## src/rtl/mem_bus_arbiter.sv

```systemverilog
// Purpose : shares one core-side memory port between instruction fetch (IF) and load/store (LSU).
// Latency : grant one cycle after request; owner ack is combinational with mem_ack_i; one IDLE cycle between transactions.
// Backpressure: single outstanding transaction; requesters hold req until ack or flush, mem_* held stable until mem_ack_i or timeout.
//
// Ports:
//   clk, rst_n                        clock, asynchronous active-low reset
//   if_req_i/if_addr_i/if_flush_i     IF request side;  if_ack_o/if_rdata_o   IF completion
//   lsu_req_i/lsu_w_en_i/lsu_addr_i/
//   lsu_wdata_i/lsu_sel_i/lsu_flush_i LSU request side; lsu_ack_o/lsu_rdata_o LSU completion
//   mem_req_o/mem_w_en_o/mem_addr_o/
//   mem_wdata_o/mem_sel_o             registered shared-port request; mem_ack_i/mem_rdata_i completion
//   bus_err_o                         one-cycle pulse when a transaction times out
//   grant_o                           current owner: 00 none, 01 IF, 10 LSU
module mem_bus_arbiter #(
    parameter int ADDR_W       = 32,
    parameter int DATA_W       = 32,
    parameter int STARVE_LIMIT = 4,
    parameter int TIMEOUT_CYC  = 255
) (
    input  logic                clk,
    input  logic                rst_n,
    input  logic                if_req_i,
    input  logic [ADDR_W-1:0]   if_addr_i,
    input  logic                if_flush_i,
    output logic                if_ack_o,
    output logic [DATA_W-1:0]   if_rdata_o,
    input  logic                lsu_req_i,
    input  logic                lsu_w_en_i,
    input  logic [ADDR_W-1:0]   lsu_addr_i,
    input  logic [DATA_W-1:0]   lsu_wdata_i,
    input  logic [DATA_W/8-1:0] lsu_sel_i,
    input  logic                lsu_flush_i,
    output logic                lsu_ack_o,
    output logic [DATA_W-1:0]   lsu_rdata_o,
    output logic                mem_req_o,
    output logic                mem_w_en_o,
    output logic [ADDR_W-1:0]   mem_addr_o,
    output logic [DATA_W-1:0]   mem_wdata_o,
    output logic [DATA_W/8-1:0] mem_sel_o,
    input  logic                mem_ack_i,
    input  logic [DATA_W-1:0]   mem_rdata_i,
    output logic                bus_err_o,
    output logic [1:0]          grant_o
);

    localparam int SEL_W = DATA_W / 8;
    localparam logic [3:0] STREAK_MAX = 4'(STARVE_LIMIT);
    // The counter value seen during the last permitted busy cycle.
    localparam logic [7:0] TMO_LAST = 8'((TIMEOUT_CYC > 0) ? TIMEOUT_CYC - 1 : 0);

    typedef enum logic [1:0] {
        IDLE     = 2'b00,
        IF_BUSY  = 2'b01,
        LSU_BUSY = 2'b10
    } state_t;

    state_t      state_q, state_d;
    logic        if_elig, lsu_elig;
    logic        grant_if, grant_lsu;
    logic        busy;
    logic        tmo_hit;
    logic        finish;
    logic        owner_flush;
    logic        drop_q;
    logic [3:0]  streak_q;
    logic [7:0]  tmo_cnt_q;

    assign if_elig  = if_req_i  & ~if_flush_i;
    assign lsu_elig = lsu_req_i & ~lsu_flush_i;
    assign busy     = (state_q != IDLE);

    // A real ack in the same cycle wins over the timeout, so no error is raised then.
    assign tmo_hit = (TIMEOUT_CYC != 0) && busy && !mem_ack_i && (tmo_cnt_q == TMO_LAST);
    assign finish  = busy && (mem_ack_i || tmo_hit);

    assign owner_flush = ((state_q == IF_BUSY)  && if_flush_i) ||
                         ((state_q == LSU_BUSY) && lsu_flush_i);

    // State register
    always_ff @(posedge clk or negedge rst_n) begin
        if (!rst_n) begin
            state_q <= IDLE;
        end else begin
            state_q <= state_d;
        end
    end

    // Next-state and arbitration
    always_comb begin
        state_d   = state_q;
        grant_if  = 1'b0;
        grant_lsu = 1'b0;
        case (state_q)
            IDLE: begin
                // LSU has priority unless IF has already been passed over STARVE_LIMIT times.
                grant_lsu = lsu_elig && !(if_elig && (streak_q == STREAK_MAX));
                grant_if  = if_elig && !grant_lsu;
                if (grant_lsu) begin
                    state_d = LSU_BUSY;
                end else if (grant_if) begin
                    state_d = IF_BUSY;
                end
            end
            IF_BUSY, LSU_BUSY: begin
                if (finish) begin
                    state_d = IDLE;
                end
            end
            default: state_d = IDLE;
        endcase
    end

    // Outputs: acks are suppressed when the owner flushed earlier (drop) or is flushing now.
    always_comb begin
        if_ack_o    = 1'b0;
        if_rdata_o  = '0;
        lsu_ack_o   = 1'b0;
        lsu_rdata_o = '0;
        grant_o     = 2'b00;
        bus_err_o   = tmo_hit;
        case (state_q)
            IF_BUSY: begin
                grant_o = 2'b01;
                if (finish && !drop_q && !if_flush_i) begin
                    if_ack_o   = 1'b1;
                    if_rdata_o = mem_ack_i ? mem_rdata_i : '0;
                end
            end
            LSU_BUSY: begin
                grant_o = 2'b10;
                if (finish && !drop_q && !lsu_flush_i) begin
                    lsu_ack_o   = 1'b1;
                    lsu_rdata_o = mem_ack_i ? mem_rdata_i : '0;
                end
            end
            default: ;
        endcase
    end

    // Shared-port request registers, captured on the grant edge and cleared on completion.
    always_ff @(posedge clk or negedge rst_n) begin
        if (!rst_n) begin
            mem_req_o   <= 1'b0;
            mem_w_en_o  <= 1'b0;
            mem_addr_o  <= '0;
            mem_wdata_o <= '0;
            mem_sel_o   <= '0;
        end else if (grant_lsu) begin
            mem_req_o   <= 1'b1;
            mem_w_en_o  <= lsu_w_en_i;
            mem_addr_o  <= lsu_addr_i;
            mem_wdata_o <= lsu_wdata_i;
            mem_sel_o   <= lsu_sel_i;
        end else if (grant_if) begin
            mem_req_o   <= 1'b1;
            mem_w_en_o  <= 1'b0;
            mem_addr_o  <= if_addr_i;
            mem_wdata_o <= '0;
            mem_sel_o   <= {SEL_W{1'b1}};
        end else if (finish) begin
            mem_req_o   <= 1'b0;
            mem_w_en_o  <= 1'b0;
            mem_addr_o  <= '0;
            mem_wdata_o <= '0;
            mem_sel_o   <= '0;
        end
    end

    // Drop flag, timeout counter and IF starvation streak.
    always_ff @(posedge clk or negedge rst_n) begin
        if (!rst_n) begin
            drop_q    <= 1'b0;
            tmo_cnt_q <= '0;
            streak_q  <= '0;
        end else begin
            if (grant_if || grant_lsu || finish) begin
                drop_q <= 1'b0;
            end else if (owner_flush) begin
                drop_q <= 1'b1;
            end

            if (grant_if || grant_lsu) begin
                tmo_cnt_q <= '0;
            end else if ((TIMEOUT_CYC != 0) && busy && !mem_ack_i) begin
                tmo_cnt_q <= tmo_cnt_q + 8'd1;
            end

            if (!if_elig || grant_if) begin
                streak_q <= '0;
            end else if (grant_lsu && (streak_q != STREAK_MAX)) begin
                streak_q <= streak_q + 4'd1;
            end
        end
    end

endmodule

```

## config.mk

```make
export PLATFORM = sky130hd
export DESIGN_NAME = mem_bus_arbiter
export DESIGN_NICKNAME = d
export VERILOG_FILES = /design/src/rtl/mem_bus_arbiter.sv
export SDC_FILE = /design/constraint.sdc
export NUM_CORES = 1
export LEC_CHECK = 0
export BUFFER_PORTS_ARGS = -buffer_cell sky130_fd_sc_hd__buf_4
export CORE_AREA = 2 2 108 110
export DETAILED_ROUTE_END_ITERATION = 8
export DIE_AREA = 0 0 110 112
export GPL_ROUTABILITY_DRIVEN = 0
export PLACE_DENSITY = 0.82
export SLEW_MARGIN = 40
export SYNTH_ARGS = -nofsm -noshare
export SYNTH_HDL_FRONTEND = slang
export SYNTH_SLANG_ARGS = --single-unit
```

## constraint.sdc

```tcl
create_clock -name clk -period 4.3 [get_ports clk]
set_clock_uncertainty 0.05 [all_clocks]
set_input_delay 0.86 -clock clk [delete_from_list [all_inputs] [get_ports clk]]
set_output_delay 0.86 -clock clk [all_outputs]
set_load 0.01 [all_outputs]
```

# After elaboration in Yosys (flattened, before gate mapping)
# Index checks and enable logic that the tools add are counted.
dict set report totals {
  reg_bits 85
  inputBits 140
  out_inout_bits 139
  elab_cells 89
}
dict set report op_classes {
  addsub 2
  eq_ne 7
  muxes 35
  bitwise 4
  n_reduce_logical 32
}
# op count
set ops {}
lappend ops {{$mux W32} 10}
lappend ops {{$mux W4} 5}
lappend ops {{$mux W8} 2}
lappend ops {{$mux W1} 13}
lappend ops {{$logic_and A1 B1 Y1} 12}
lappend ops {{$add A8 B1 Y8 const B} 1}
lappend ops {{$eq A8 B8 Y1 const B} 1}
lappend ops {{$pmux W2 S2} 2}
lappend ops {{$reduce_bool A2 Y1} 4}
lappend ops {{$logic_not A1 Y1} 7}
lappend ops {{$mux W2} 3}
lappend ops {{$logic_or A1 B1 Y1} 5}
lappend ops {{$add A4 B1 Y4 const B} 1}
lappend ops {{$eq A4 B3 Y1 const B} 1}
lappend ops {{$ne A4 B3 Y1 const B} 1}
lappend ops {{$ne A3 B3 Y1 const B} 1}
lappend ops {{$reduce_bool A3 Y1} 1}
lappend ops {{$and A1 B1 Y1} 2}
lappend ops {{$eq A2 B1 Y1 const B} 1}
lappend ops {{$eq A2 B2 Y1 const B} 1}
lappend ops {{$logic_not A2 Y1} 1}
lappend ops {{$ne A2 B2 Y1 const B} 1}
lappend ops {{$not A1 Y1} 2}
lappend ops {{$reduce_and A2 Y1} 1}
lappend ops {{$reduce_or A2 Y1} 1}

# Longest topological paths before layout
# Gate-level depths: netlist of run 1.
dict set report logic_depth {
  ltp_word 11
  mapped_depth 8
  depth_no_buf 6
}

# Worst setup path before layout of run 1
# OpenSTA, ideal clock, no wires.
dict set report synth_path {
  path_type {input to output}
  start {in mem_ack_i}
  end {out lsu_rdata_o[28]}
  t_arrival_ns 1.855
  required_time_ns 3.390
  setup_slack_ns 1.535
  path_stages 6
  path_buffers 2
  path_cell_list {buf_2 -> nor2b_1 -> a21o_4 -> nand3_4 -> buf_2 -> nor2_1}
}
dict set report synth_via {
  elab_chain_cells 9
  elab_cells_between_ends 10
  cone_classes {3 x mux; 7 x reduce/logical}
}
# element line
set synth_lines {}
lappend synth_lines {{start, declared} 40} ;# input logic mem_ack_i,
lappend synth_lines {{$logic_not A1 Y1} 73} ;# assign tmo_hit = (TIMEOUT_CYC != 0) && busy && !mem_ack_i && (tmo_cnt_q == TMO_LAST);
lappend synth_lines {{$logic_and A1 B1 Y1 (2 in a row)} 73}
lappend synth_lines {{$logic_or A1 B1 Y1} 74} ;# assign finish = busy && (mem_ack_i || tmo_hit);
lappend synth_lines {{$logic_and A1 B1 Y1} 74}
lappend synth_lines {{$logic_and A1 B1 Y1 (2 in a row)} 131} ;# if (finish && !drop_q && !lsu_flush_i) begin
lappend synth_lines {{$mux W32 *} 131}
lappend synth_lines {{$mux W32 *} 121} ;# case (state_q)
lappend synth_lines {{end, declared} 34} ;# output logic [DATA_W-1:0] lsu_rdata_o,
# Every way passes the cells marked *; elsewhere a longest branch is shown, timed or not.

# Worst setup path after layout of run 1
dict set report layout_path {
  start {reg state_q[0]}
  end {out lsu_rdata_o[15]}
}
dict set report layout_via {
  elab_chain_cells 9
  elab_cells_between_ends 10
  cone_classes {1 x eq/ne; 2 x mux; 7 x reduce/logical}
}
# element line
set layout_lines {}
lappend layout_lines {{start, declared} 57} ;# state_t state_q, state_d;
lappend layout_lines {{start signal, assigned} 84} ;# state_q <= state_d;
lappend layout_lines {{$reduce_bool A2 Y1} 70} ;# assign busy = (state_q != IDLE);
lappend layout_lines {{$logic_and A1 B1 Y1 (2 in a row)} 73}
lappend layout_lines {{$logic_or A1 B1 Y1} 74}
lappend layout_lines {{$logic_and A1 B1 Y1} 74}
lappend layout_lines {{$logic_and A1 B1 Y1 (2 in a row)} 131}
lappend layout_lines {{$mux W32} 131}
lappend layout_lines {{$mux W32 *} 121}
# Marks and branches as above.

==> key figures, run 1 <==
Drt
  • Antenna Violating Nets Remaining: 0
  • Final routed wire length divided by cell count: 16.58 um
  • Number of vias in the routed layout: 4295
  • Drc violations: 0
  • Vias per cell: 5.053
  • DR pass1 iterations: 5
  • Final Routed Wirelength: between 10000 and 15000 um
  • Initial detailed-routing violation count: between 200 and 300

Timing
  • Share of the clock period used by the worst path after layout: a little over four fifths
  • Worst max-slew margin expressed relative to the limit: 46.71%
  • RSZ-0062 raised after global routing: false
  • Slew Limit Fails: 0
  • Final Critical Period: around 3.6 ns
  • Final Hold Fails: 0
  • Fmax: 278.2 MHz
  • Worst hold slack: 0.4320 ns
  • Transition time at the pin with the least slew margin: ~0.80 ns
  • Number of endpoints failing setup at the final stage: 0
  • Setup TNS: 0 ns

Setup path
  • Cell Chain, Critical Path: inv_1 > ha_1 > and4b_1 > a21o_4 > nand3_4 > nor2_1 > buf_4
  • Worst Path Class, Setup: reg2out
  • Category of the worst setup path launch point: register
  • Maximum fanout along the worst path: 36
  • Number of buffers and inverters on the critical path: 2
  • Cell type of the slowest stage on the worst timing path: sky130_fd_sc_hd__a21o_4
  • Endpoint type of the worst setup path: primary output
  • Worst Path Arrival: about 2.7 ns
  • CP delay by family, top: simple AND/OR/NAND/NOR gates
  • Maximum cell stage delay along the critical path: about 0.42 ns
  • Required time worst endpoint: between 3 and 4 ns

GRT
  • GR Util All Layers: approximately 22%
  • Global-route wire length before repair: approximately 21000 um
  • Total overflow reported by the global router: 0
  • Largest net degree at the start of global routing: 86
  • Number of global-route vias before repair: 4177
  • Initial antenna violation count: 0

Floorplanning
  • Total core area: ~11000 um2
  • Cell Rows: 39
  • Floorplan die height: about 110 um
  • Io pins: between 200 and 300
  • Total die area: 12320 um2
  • Starting utilization of the core area: a little under two fifths
  • Horizontal die dimension: between 100 and 150 um

Pwr
  • Net Sw Power: 1182 uW
  • Combinational group share of total power: about two fifths
  • Cell internal pwr: around 2300 uW
  • Clock network fraction of total power: between 20% and 30%
  • Switching part of the total power: 34.25%
  • Highest ir drop seen on vdd: about 0.00030 V
  • Leak Pwr: around 0.0034 uW
  • Register share of total power: a little under two fifths
  • PwrDens: roughly 520 nW/um2

Synthesis
  • Number of distinct library cells after synthesis: 43
  • Prevailing post-synth register cell: sky130_fd_sc_hd__dfrtp_1
  • Sequential element share of the synthesized area: around half
  • Number of enable flip-flop cells after synthesis: 0
  • Number of nets in the synthesized netlist: roughly 590
  • Netlist Area Pre-Place: around 4200 um2
  • Cells after Synth: roughly 440
  • Seq cells post-synth: 85
  • Mean instance size in the synthesized netlist: ~9.5 um2
  • FFs w/ async S/R, synth: 100.0%
  • Count of synthesis-stage warnings from yosys: 0

Cells and area
  • Fraction of layout instances using a drive strength above 1: 43.14%
  • Post-Route Utilization: 59.14%
  • Number of diodes added for antenna fixing: 0
  • Most frequent standard cell in the layout excluding fill and tap cells: sky130_fd_sc_hd__buf_4
  • Count of nets after finishing: ~850
  • Synthesis-to-finish area growth: 57.53%
  • Commonest non-fill, non-tap cells in the layout: sky130_fd_sc_hd__buf_4 (281), sky130_fd_sc_hd__dfrtp_1 (85), sky130_fd_sc_hd__nand2_1 (76)
  • Number of fill cells: between 900 and 1000

Clock network
  • Quantity of hold-fixing buffers added after cts: 0
  • Cts bufs inserted: 9
  • Number of buffers inserted by post-CTS setup repair: 0
  • Clock slew seen by the registers of the worst setup and hold paths: 0.06 ns
  • Clk Latency, worst-skew pair: between 0.3 and 0.4 ns
  • Number of clock sinks seen by CTS: 85
  • Maximum clock path buffer count: 2
  • CTS tree: built
  • Post-cts repair resize count: 0
  • Root buffer cell: sky130_fd_sc_hd__clkbuf_16
  • Clock H-tree levels: 3

Placement
  • Port Buffer Count: 278
  • HPWL reported at the end of detailed placement: 10750 um

Run
  • Number of max-cap violations: 0

Outcome
  • Run status: finished, final reports clean

Hold path
  • Path type of the worst min-delay path: reg2reg
==> layer usage <==
metal,global-route usage (%),share of wire [%],vias to the layer above
li1,-,-,2046
met4,9.620,3.4,0
met2,39.96,52,212
met1,24.63,37,2011
met5,0,0,-
met3,4.742,7.7,26
==> power by group through the flow <==
stage	clock network, uW	logic [uW]	registers [uW]
global route	882	1480	1300
finish	818	1370	1270
detailed placement	0	1380	1270
global placement	0	1340	1260
floorplan	0	572	1380
CTS	839	1380	1260
==> cell type report <==
cell class	instances	area, um2	area share, %
sequential	85	2127	32.18
timing repair buffer	282	2123	32.13
multi-input combinational	314	1819	27.53
clock buffer	9	225.2	3.408
tap	143	178.9	2.707
clock inverter	7	97.59	1.477
inverter	10	37.54	0.5680
==> registers in the layout, indices dropped and copies added (netlist names) <==
name	count
mem_wdata_o	32
mem_req_o	1
tmo_cnt_q	8
streak_q	4
drop_q	1
mem_sel_o	4
mem_w_en_o	1
mem_addr_o	32
state_q	2
==> cell usage after synthesis, types with 3 or more instances <==
master | n | area, um2
sky130_fd_sc_hd__clkbuf_1 | 5 | 18.77
sky130_fd_sc_hd__a22oi_1 | 32 | 240.2
sky130_fd_sc_hd__nand4_1 | 3 | 18.77
sky130_fd_sc_hd__nand2_1 | 76 | 285.3
sky130_fd_sc_hd__nand2b_1 | 3 | 18.77
sky130_fd_sc_hd__a22o_1 | 35 | 306.5
sky130_fd_sc_hd__ha_1 | 7 | 87.58
sky130_fd_sc_hd__buf_2 | 12 | 60.06
sky130_fd_sc_hd__dfrtp_1 | 85 | 2127
sky130_fd_sc_hd__nor2b_1 | 5 | 31.28
sky130_fd_sc_hd__inv_1 | 10 | 37.54
sky130_fd_sc_hd__nor2_1 | 74 | 277.8
sky130_fd_sc_hd__o21ai_0 | 12 | 60.06
sky130_fd_sc_hd__o21ai_1 | 26 | 130.1
sky130_fd_sc_hd__xor2_1 | 4 | 35.03
sky130_fd_sc_hd__a21oi_1 | 8 | 40.04
sky130_fd_sc_hd__buf_6 | 9 | 101.4
sky130_fd_sc_hd__buf_4 | 4 | 30.03
==> final timing paths <==
kind | cells after the start | to | start | slack, ns
max | 7 | lsu_rdata_o[15] | state_q[0]$_DFFE_PN0P_ | 0.71
min | 2 | mem_req_o$_DFFE_PN0P_ | mem_req_o$_DFFE_PN0P_ | 0.43
max reg2reg | 7 | mem_sel_o[3]$_DFFE_PN0P_ | state_q[0]$_DFFE_PN0P_ | 1.60
min reg2reg | 2 | mem_req_o$_DFFE_PN0P_ | mem_req_o$_DFFE_PN0P_ | 0.43
max in group asynchronous | 1 | tmo_cnt_q[5]$_DFFE_PN0P_ | rst_n | 3.22
min in group asynchronous | 1 | mem_addr_o[13]$_DFFE_PN0P_ | rst_n | 0.51
==> cell families (layout without fill, tap and decap cells) <==
group / after synthesis / after routing / synth area share (%)
and+or+nand+nor: 177 / 177 / 18.55
AOI/OAI and AO/OA: 123 / 123 / 21.06
DFF: 85 / 85 / 50.70
buffers and inverters: 42 / 308 / 6.114
adders and majority gates: 7 / 7 / 2.088
xor gates and xnor gates: 6 / 6 / 1.253
muxes: 1 / 1 / 0.2386
==> per-stage QoR <==
step	instance area (um2)	total power, uW	setup WS [ns]	cells
floorplan	4195	1953	1.535	441
global route	6609	3661	0.5007	850
finish	6609	3452	0.7054	850
global placement	6280	2607	0.8692	834
detailed placement	6284	2649	0.7951	834
CTS	6606	3487	0.6763	850
==> tightest hold or removal path, stage by stage, from the launching register on <==
cell and delay, ns:
sky130_fd_sc_hd__dfrtp_1 0.34, sky130_fd_sc_hd__nand2_1 0.05, sky130_fd_sc_hd__nand2_1 0.06
Note: power is estimated with default switching activity, not from simulation.
==> inputs of run 2 (changes only) <==
CORE_AREA = 2 2 109 111   (was 2 2 108 110)
DIE_AREA = 0 0 111 113   (was 0 0 110 112)
PLACE_DENSITY = 0.84   (was 0.82)
clock period = 3.2 ns   (was 4.3 ns; I/O delays follow)
==> run 2 against run 1 <==
Clock-buffer cell count up 1. Sequential share of layout area is 0.17 points higher. Via count increased by 1.3%. Cell count is 0.12% higher. Combinational power is 35% higher. Flip-flop and latch count unchanged. Setup slack got worse by 0.45 ns. Critical path depth grew 1. Power increased by 30%. First-iteration DRC count shrank 4.7%. Sequential power increased by 34%. Critical path type unchanged.
==> key figures, run 2 (synthesis results as in run 1) <==
Floorplanning
  • Total die area: 12540 um2 (was 12320 um2)
  • Cell Rows: 39 (unchanged)
  • Total core area: 11270 um2 (was 11170 um2)
  • Floorplan die height: 113 um (was 112 um)
  • Io pins: 279 (unchanged)
  • Starting utilization of the core area: 37.22% (was 37.54%)
  • Horizontal die dimension: 111 um (was 110 um)

Drt
  • Final Routed Wirelength: 14080 um (was 14090 um)
  • Vias per cell: 5.110 (was 5.053)
  • Initial detailed-routing violation count: 283 (was 297)
  • Antenna Violating Nets Remaining: 0 (unchanged)
  • Final routed wire length divided by cell count: 16.54 um (was 16.58 um)
  • Number of vias in the routed layout: 4349 (was 4295)
  • DR pass1 iterations: 5 (unchanged)
  • Drc violations: 0 (unchanged)

Timing
  • RSZ-0062 raised after global routing: false (unchanged)
  • Final Hold Fails: 0 (unchanged)
  • Setup TNS: 0 ns (unchanged)
  • Transition time at the pin with the least slew margin: 0.6546 ns (was 0.7974 ns)
  • Worst max-slew margin expressed relative to the limit: 56.36% (was 46.71%)
  • Worst hold slack: 0.2986 ns (was 0.4320 ns)
  • Slew Limit Fails: 0 (unchanged)
  • Final Critical Period: 2.942 ns
  • Share of the clock period used by the worst path after layout: a little over 90%
  • Fmax: around 340 MHz
  • Number of endpoints failing setup at the final stage: 0 (unchanged)

Setup path
  • Required time worst endpoint: 2.51 ns (was 3.39 ns)
  • Worst setup slack for register-to-register paths: 0.94 ns (was 1.60 ns)
  • Category of the worst setup path launch point: register (unchanged)
  • Worst Path Class, Setup: reg2out (unchanged)
  • Maximum fanout along the worst path: 33 (was 36)
  • Endpoint type of the worst setup path: primary output (unchanged)
  • Worst Path Arrival: 2.25 ns (was 2.68 ns)

Cells and area
  • Synthesis-to-finish area growth: 56.70% (was 57.53%)
  • Number of diodes added for antenna fixing: 0 (unchanged)
  • Area of the multi-input gates: 1819 um2 (unchanged)
  • Leading registers by flop count: mem_addr_o (32), mem_wdata_o (32), tmo_cnt_q (8) (unchanged)
  • Area of all sequential standard cells: 2127 um2 (unchanged)
  • Count of nets after finishing: 850 (was 849)
  • Commonest non-fill, non-tap cells in the layout: sky130_fd_sc_hd__buf_4 (281), sky130_fd_sc_hd__dfrtp_1 (85), sky130_fd_sc_hd__nand2_1 (76) (unchanged)
  • Number of fill cells: 952 (was 926)
  • Most frequent standard cell in the layout excluding fill and tap cells: sky130_fd_sc_hd__buf_4 (unchanged)
  • Fraction of layout instances using a drive strength above 1: 43.08% (was 43.14%)

Pwr
  • Highest ir drop seen on vdd: 0.0003434 V (was 0.0002962 V)
  • PwrDens: 682.3 nW/um2 (was 522.3 nW/um2)
  • Combinational group share of total power: 41.3% (was 39.6%)
  • Net Sw Power: 1585 uW (was 1182 uW)
  • Cell internal pwr: 2900 uW (was 2270 uW)
  • Clock network fraction of total power: 20.7% (was 23.7%)
  • Leak Pwr: 0.003377 uW (was 0.003392 uW)
  • Register share of total power: 38.0% (was 36.7%)
  • Switching part of the total power: 35.34% (was 34.25%)

Clock network
  • Quantity of hold-fixing buffers added after cts: 0 (unchanged)
  • Number of clock sinks seen by CTS: 85 (unchanged)
  • Root buffer cell: sky130_fd_sc_hd__clkbuf_16 (unchanged)
  • CTS tree: built (unchanged)
  • Clock H-tree levels: 3 (unchanged)
  • Cts bufs inserted: 9 (unchanged)
  • Clock slew seen by the registers of the worst setup and hold paths: 0.06 ns (about the same)
  • Post-cts repair resize count: 0 (unchanged)
  • Maximum clock path buffer count: 2 (unchanged)
  • Number of buffers inserted by post-CTS setup repair: 0 (unchanged)
  • Clk Latency, worst-skew pair: 0.32 ns (about the same)

Placement
  • Port Buffer Count: 278 (unchanged)
  • HPWL reported at the end of detailed placement: 10760 um (was 10750 um)

GRT
  • Number of global-route vias before repair: 4378 (was 4177)
  • Initial antenna violation count: 0 (unchanged)
  • Global-route wire length before repair: 21890 um (was 21070 um)
  • GR Util All Layers: 21.74% (was 22.18%)
  • Largest net degree at the start of global routing: 86 (unchanged)
  • Total overflow reported by the global router: 0 (unchanged)

Outcome
  • Run status: finished, final reports clean (unchanged)

Hold path
  • Path type of the worst min-delay path: in2async (was reg2reg)

Run
  • Number of max-cap violations: 0 (unchanged)
## run 2: power by group through the flow
stage	Sequential [uW]	Clock, uW	Combinational, uW
after floorplan	1850	0	769
after global placement	1700	0	1820
after detailed placement	1710	0	1870
after CTS	1700	961	1870
after global routing	1760	1010	2010
final	1700	929	1850
## run 2: critical path, cell delays in order (launching register included)
cell and delay, ns:
sky130_fd_sc_hd__dfrtp_1 0.39, sky130_fd_sc_hd__inv_1 0.08, sky130_fd_sc_hd__ha_1 0.22, sky130_fd_sc_hd__buf_4 0.19
sky130_fd_sc_hd__nor2b_1 0.18, sky130_fd_sc_hd__a21o_4 0.15, sky130_fd_sc_hd__nand3_4 0.28, sky130_fd_sc_hd__nor2_1 0.28
sky130_fd_sc_hd__buf_4 0.16
## run 2: layout make-up
type | instances | area share (%)
clock buffer | 10 | 3.483
clock inverter | 6 | 0.5900
inverter | 10 | 0.5710
multi-input combinational | 314 | 27.67
sequential | 85 | 32.36
tap | 143 | 2.722
timing repair buffer | 283 | 32.60
## run 2: layer usage
layer  vias up  part of all wire, %  global-route usage [%]
li1       2049                    -                       -
met1      2063                   37                   24.23
met2       209                   54                   40.12
met3        28                  6.5                   4.446
met4         0                  2.6                   9.750
met5         -                    0                       0
## run 2: final timing paths
path | end | from | depth (start not counted)
setup / recovery | lsu_rdata_o[24] | state_q[0]$_DFFE_PN0P_ | 8
hold / removal | mem_addr_o[18]$_DFFE_PN0P_ | rst_n | 1
setup reg to reg | mem_addr_o[31]$_DFFE_PN0P_ | state_q[0]$_DFFE_PN0P_ | 8
hold reg to reg | mem_req_o$_DFFE_PN0P_ | mem_req_o$_DFFE_PN0P_ | 2
max in group asynchronous | mem_wdata_o[31]$_DFFE_PN0P_ | rst_n | 1
min in group clk | mem_req_o$_DFFE_PN0P_ | mem_req_o$_DFFE_PN0P_ | 2
## run 2: per-stage QoR
step	total power, uW	utilization, %	area [um2]	worst slack, ns	cells
after detailed placement	3582	55.92	6304	0.4854	835
after floorplan	2624	-	4195	0.8749	441
after CTS	4540	58.30	6571	0.2741	851
after global placement	3516	55.89	6300	0.5332	835
after global routing	4776	58.32	6574	0.09836	851
final	4485	58.32	6574	0.2580	851
==> inputs of run 3 (changes only) <==
CELL_PAD_IN_SITES_DETAIL_PLACEMENT = 0   (was not set)
CELL_PAD_IN_SITES_GLOBAL_PLACEMENT = 1   (was not set)
CORE_AREA = not set   (was 2 2 109 111)
CORE_UTILIZATION = 27   (was not set)
DIE_AREA = not set   (was 0 0 111 113)
PLACE_DENSITY = 0.87   (was 0.84)
==> run 3 against run 2 <==
Die area grew 28%. Core utilization shrank 14 points. Clock power grew 25%. Combinational power is essentially flat. Via count shrank 3.9%. First-iteration DRC count shrank 42%. Routed wire length shrank 3.2%. Power grew 4.7%. Non-clock buffer count grew 2. Sequential power is essentially flat. Cell count grew 5.5%. Cell area grew 2.2%. Highest routed layer unchanged.
==> key figures, run 3 (synthesis results as in run 1) <==
Cells and area
  • Synthesis-to-finish area growth: 60.13% (was 56.70%)
  • Number of diodes added for antenna fixing: 0 (unchanged)
  • Number of fill cells: 1509 (was 952)
  • Fraction of layout instances using a drive strength above 1: 43.38% (was 43.08%)
  • Commonest non-fill, non-tap cells in the layout: sky130_fd_sc_hd__buf_4 (283), sky130_fd_sc_hd__dfrtp_1 (85), sky130_fd_sc_hd__nand2_1 (76) (was sky130_fd_sc_hd__buf_4 (281), sky130_fd_sc_hd__dfrtp_1 (85), sky130_fd_sc_hd__nand2_1 (76))
  • Count of nets after finishing: 852 (was 850)
  • Most frequent standard cell in the layout excluding fill and tap cells: sky130_fd_sc_hd__buf_4 (unchanged)
  • Leading registers by flop count: mem_addr_o (32), mem_wdata_o (32), tmo_cnt_q (8) (unchanged)

Setup path
  • Cell Chain, Critical Path: inv_1 > ha_1 > and4b_1 > a21o_4 > nand3_4 > nor2_1 > buf_4 (was inv_1 > ha_1 > buf_4 > nor2b_1 > a21o_4 > nand3_4 > nor2_1 > buf_4)
  • Cell type of the slowest stage on the worst timing path: sky130_fd_sc_hd__dfrtp_1 (unchanged)
  • Worst Path Arrival: 2.17 ns (was 2.25 ns)
  • Maximum cell stage delay along the critical path: 0.37 ns (was 0.39 ns)
  • Worst r2r path cells: 7 (was 8)
  • Category of the worst setup path launch point: register (unchanged)
  • Required time worst endpoint: 2.51 ns (about the same)
  • Startpoint of the worst register-to-register path: state_q[0]$_DFFE_PN0P_ (unchanged)
  • Worst setup slack for register-to-register paths: 0.90 ns (was 0.94 ns)
  • Maximum fanout along the worst path: 33 (unchanged)
  • Endpoint type of the worst setup path: primary output (unchanged)
  • Worst reg2reg endpoint: mem_wdata_o[30]$_DFFE_PN0P_ (was mem_addr_o[31]$_DFFE_PN0P_)
  • Worst Path Class, Setup: reg2out (unchanged)
  • Source of the critical timing path: state_q[0]$_DFFE_PN0P_ (unchanged)

GRT
  • Global-route wire length before repair: 20980 um (was 21890 um)
  • Initial antenna violation count: 0 (unchanged)
  • GR Util All Layers: 16.96% (was 21.74%)
  • Largest net degree at the start of global routing: 77 (was 86)
  • Number of global-route vias before repair: 4080 (was 4378)
  • Total overflow reported by the global router: 0 (unchanged)

Timing
  • Number of endpoints failing setup at the final stage: 0 (unchanged)
  • Setup TNS: 0 ns (unchanged)
  • Final Hold Fails: 0 (unchanged)
  • RSZ-0062 raised after global routing: false (unchanged)
  • Fmax: 350.2 MHz (was 339.9 MHz)
  • Share of the clock period used by the worst path after layout: 89.23% (was 91.94%)
  • Worst max-slew margin expressed relative to the limit: 49.00% (was 56.36%)
  • Final Critical Period: 2.855 ns (was 2.942 ns)
  • Slew Limit Fails: 0 (unchanged)
  • Transition time at the pin with the least slew margin: 0.7651 ns (was 0.6546 ns)

Floorplanning
  • Starting utilization of the core area: 27.60% (was 37.22%)
  • Floorplan die height: 126.7 um (was 113 um)
  • Total die area: 16040 um2 (was 12540 um2)
  • Cell Rows: 45 (was 39)
  • Total core area: 15200 um2 (was 11270 um2)
  • Horizontal die dimension: 126.7 um (was 111 um)
  • Io pins: 279 (unchanged)

Clock network
  • Number of clock sinks seen by CTS: 85 (unchanged)
  • Root buffer cell: sky130_fd_sc_hd__clkbuf_16 (unchanged)
  • Clock slew seen by the registers of the worst setup and hold paths: 0.06 ns (about the same)
  • Post-cts repair resize count: 0 (unchanged)
  • Number of buffers inserted by post-CTS setup repair: 0 (unchanged)
  • Clk Latency, worst-skew pair: 0.33 ns (was 0.32 ns)
  • Cts bufs inserted: 9 (unchanged)
  • Maximum clock path buffer count: 2 (unchanged)
  • CTS tree: built (unchanged)
  • Clock H-tree levels: 3 (unchanged)
  • Quantity of hold-fixing buffers added after cts: 0 (unchanged)

Drt
  • Initial detailed-routing violation count: 165 (was 283)
  • DR pass1 iterations: 4 (was 5)
  • Vias per cell: 4.656 (was 5.110)
  • Antenna Violating Nets Remaining: 0 (unchanged)
  • Final routed wire length divided by cell count: 15.17 um (was 16.54 um)
  • Drc violations: 0 (unchanged)
  • Final Routed Wirelength: 13630 um (was 14080 um)
  • Number of vias in the routed layout: 4181 (was 4349)

Pwr
  • Highest ir drop seen on vdd: 0.0003533 V (was 0.0003434 V)
  • Leak Pwr: 0.003422 uW (was 0.003377 uW)
  • PwrDens: 699.1 nW/um2 (was 682.3 nW/um2)
  • Power consumption: 4697 uW (was 4485 uW)

Placement
  • Port Buffer Count: 278 (unchanged)
  • HPWL reported at the end of detailed placement: 10110 um (was 10760 um)

Hold path
  • Path type of the worst min-delay path: in2async (unchanged)

Outcome
  • Run status: finished, final reports clean (unchanged)

Run
  • Number of max-cap violations: 0 (unchanged)
==> run 3: cell type report <==
type	instances	area (um2)	area share (%)
clock buffers	11	252.7	3.762
clock inverters	5	81.33	1.211
inverters	10	37.54	0.5588
multi-input cells	314	1819	27.08
flip-flops and latches	85	2127	31.66
well taps	188	235.2	3.502
repair buffers	285	2165	32.22
==> run 3: where the power goes <==
group	internal, uW	switching (uW)	leakage, uW
combinational	916	929	0.00215
sequential	1460	234	0.00111
clock	728	429	0.000162
==> run 3: critical path: cells and delay by family, from the launching register on <==
family | cells | cell delay, ns
AOI/OAI and AO/OA | 1 | 0.16
adders and majority gates | 1 | 0.25
buffers and inverters | 2 | 0.23
DFF | 1 | 0.37
and+or+nand+nor | 3 | 0.81
==> run 3: worst max-delay path by stage <==
stage	to	slack (ns)
6_report	lsu_rdata_o[25]	0.34
5_1_grt	lsu_rdata_o[16]	0.14
4_1_cts	lsu_rdata_o[16]	0.32
3_5_place_dp	lsu_rdata_o[16]	0.59
3_3_place_gp	lsu_rdata_o[16]	0.60
2_1_floorplan	lsu_rdata_o[28]	0.87
==> run 3: stage by stage <==
step / area (um2) / hold slack [ns] / worst slack, ns / cells / util (%)
finish: 6718 / 0.2272 / 0.3448 / 898 / 44.19
CTS: 6718 / 0.2374 / 0.3230 / 898 / 44.19
global route: 6718 / 0.2498 / 0.1413 / 898 / 44.19
global placement: 6384 / 0.4140 / 0.6032 / 882 / 41.99
floorplan: 4195 / 0.2944 / 0.8749 / 441 / -
detailed placement: 6384 / 0.4236 / 0.5893 / 882 / 41.99
==> run 3: routing by layer <==
metal,share of wire [%],global-route usage [%],up-vias
met5,0,0,-
met4,1.4,6.443,0
met3,7.6,4.471,11
met2,52,30.81,184
met1,39,18.97,1933
li1,-,-,2053
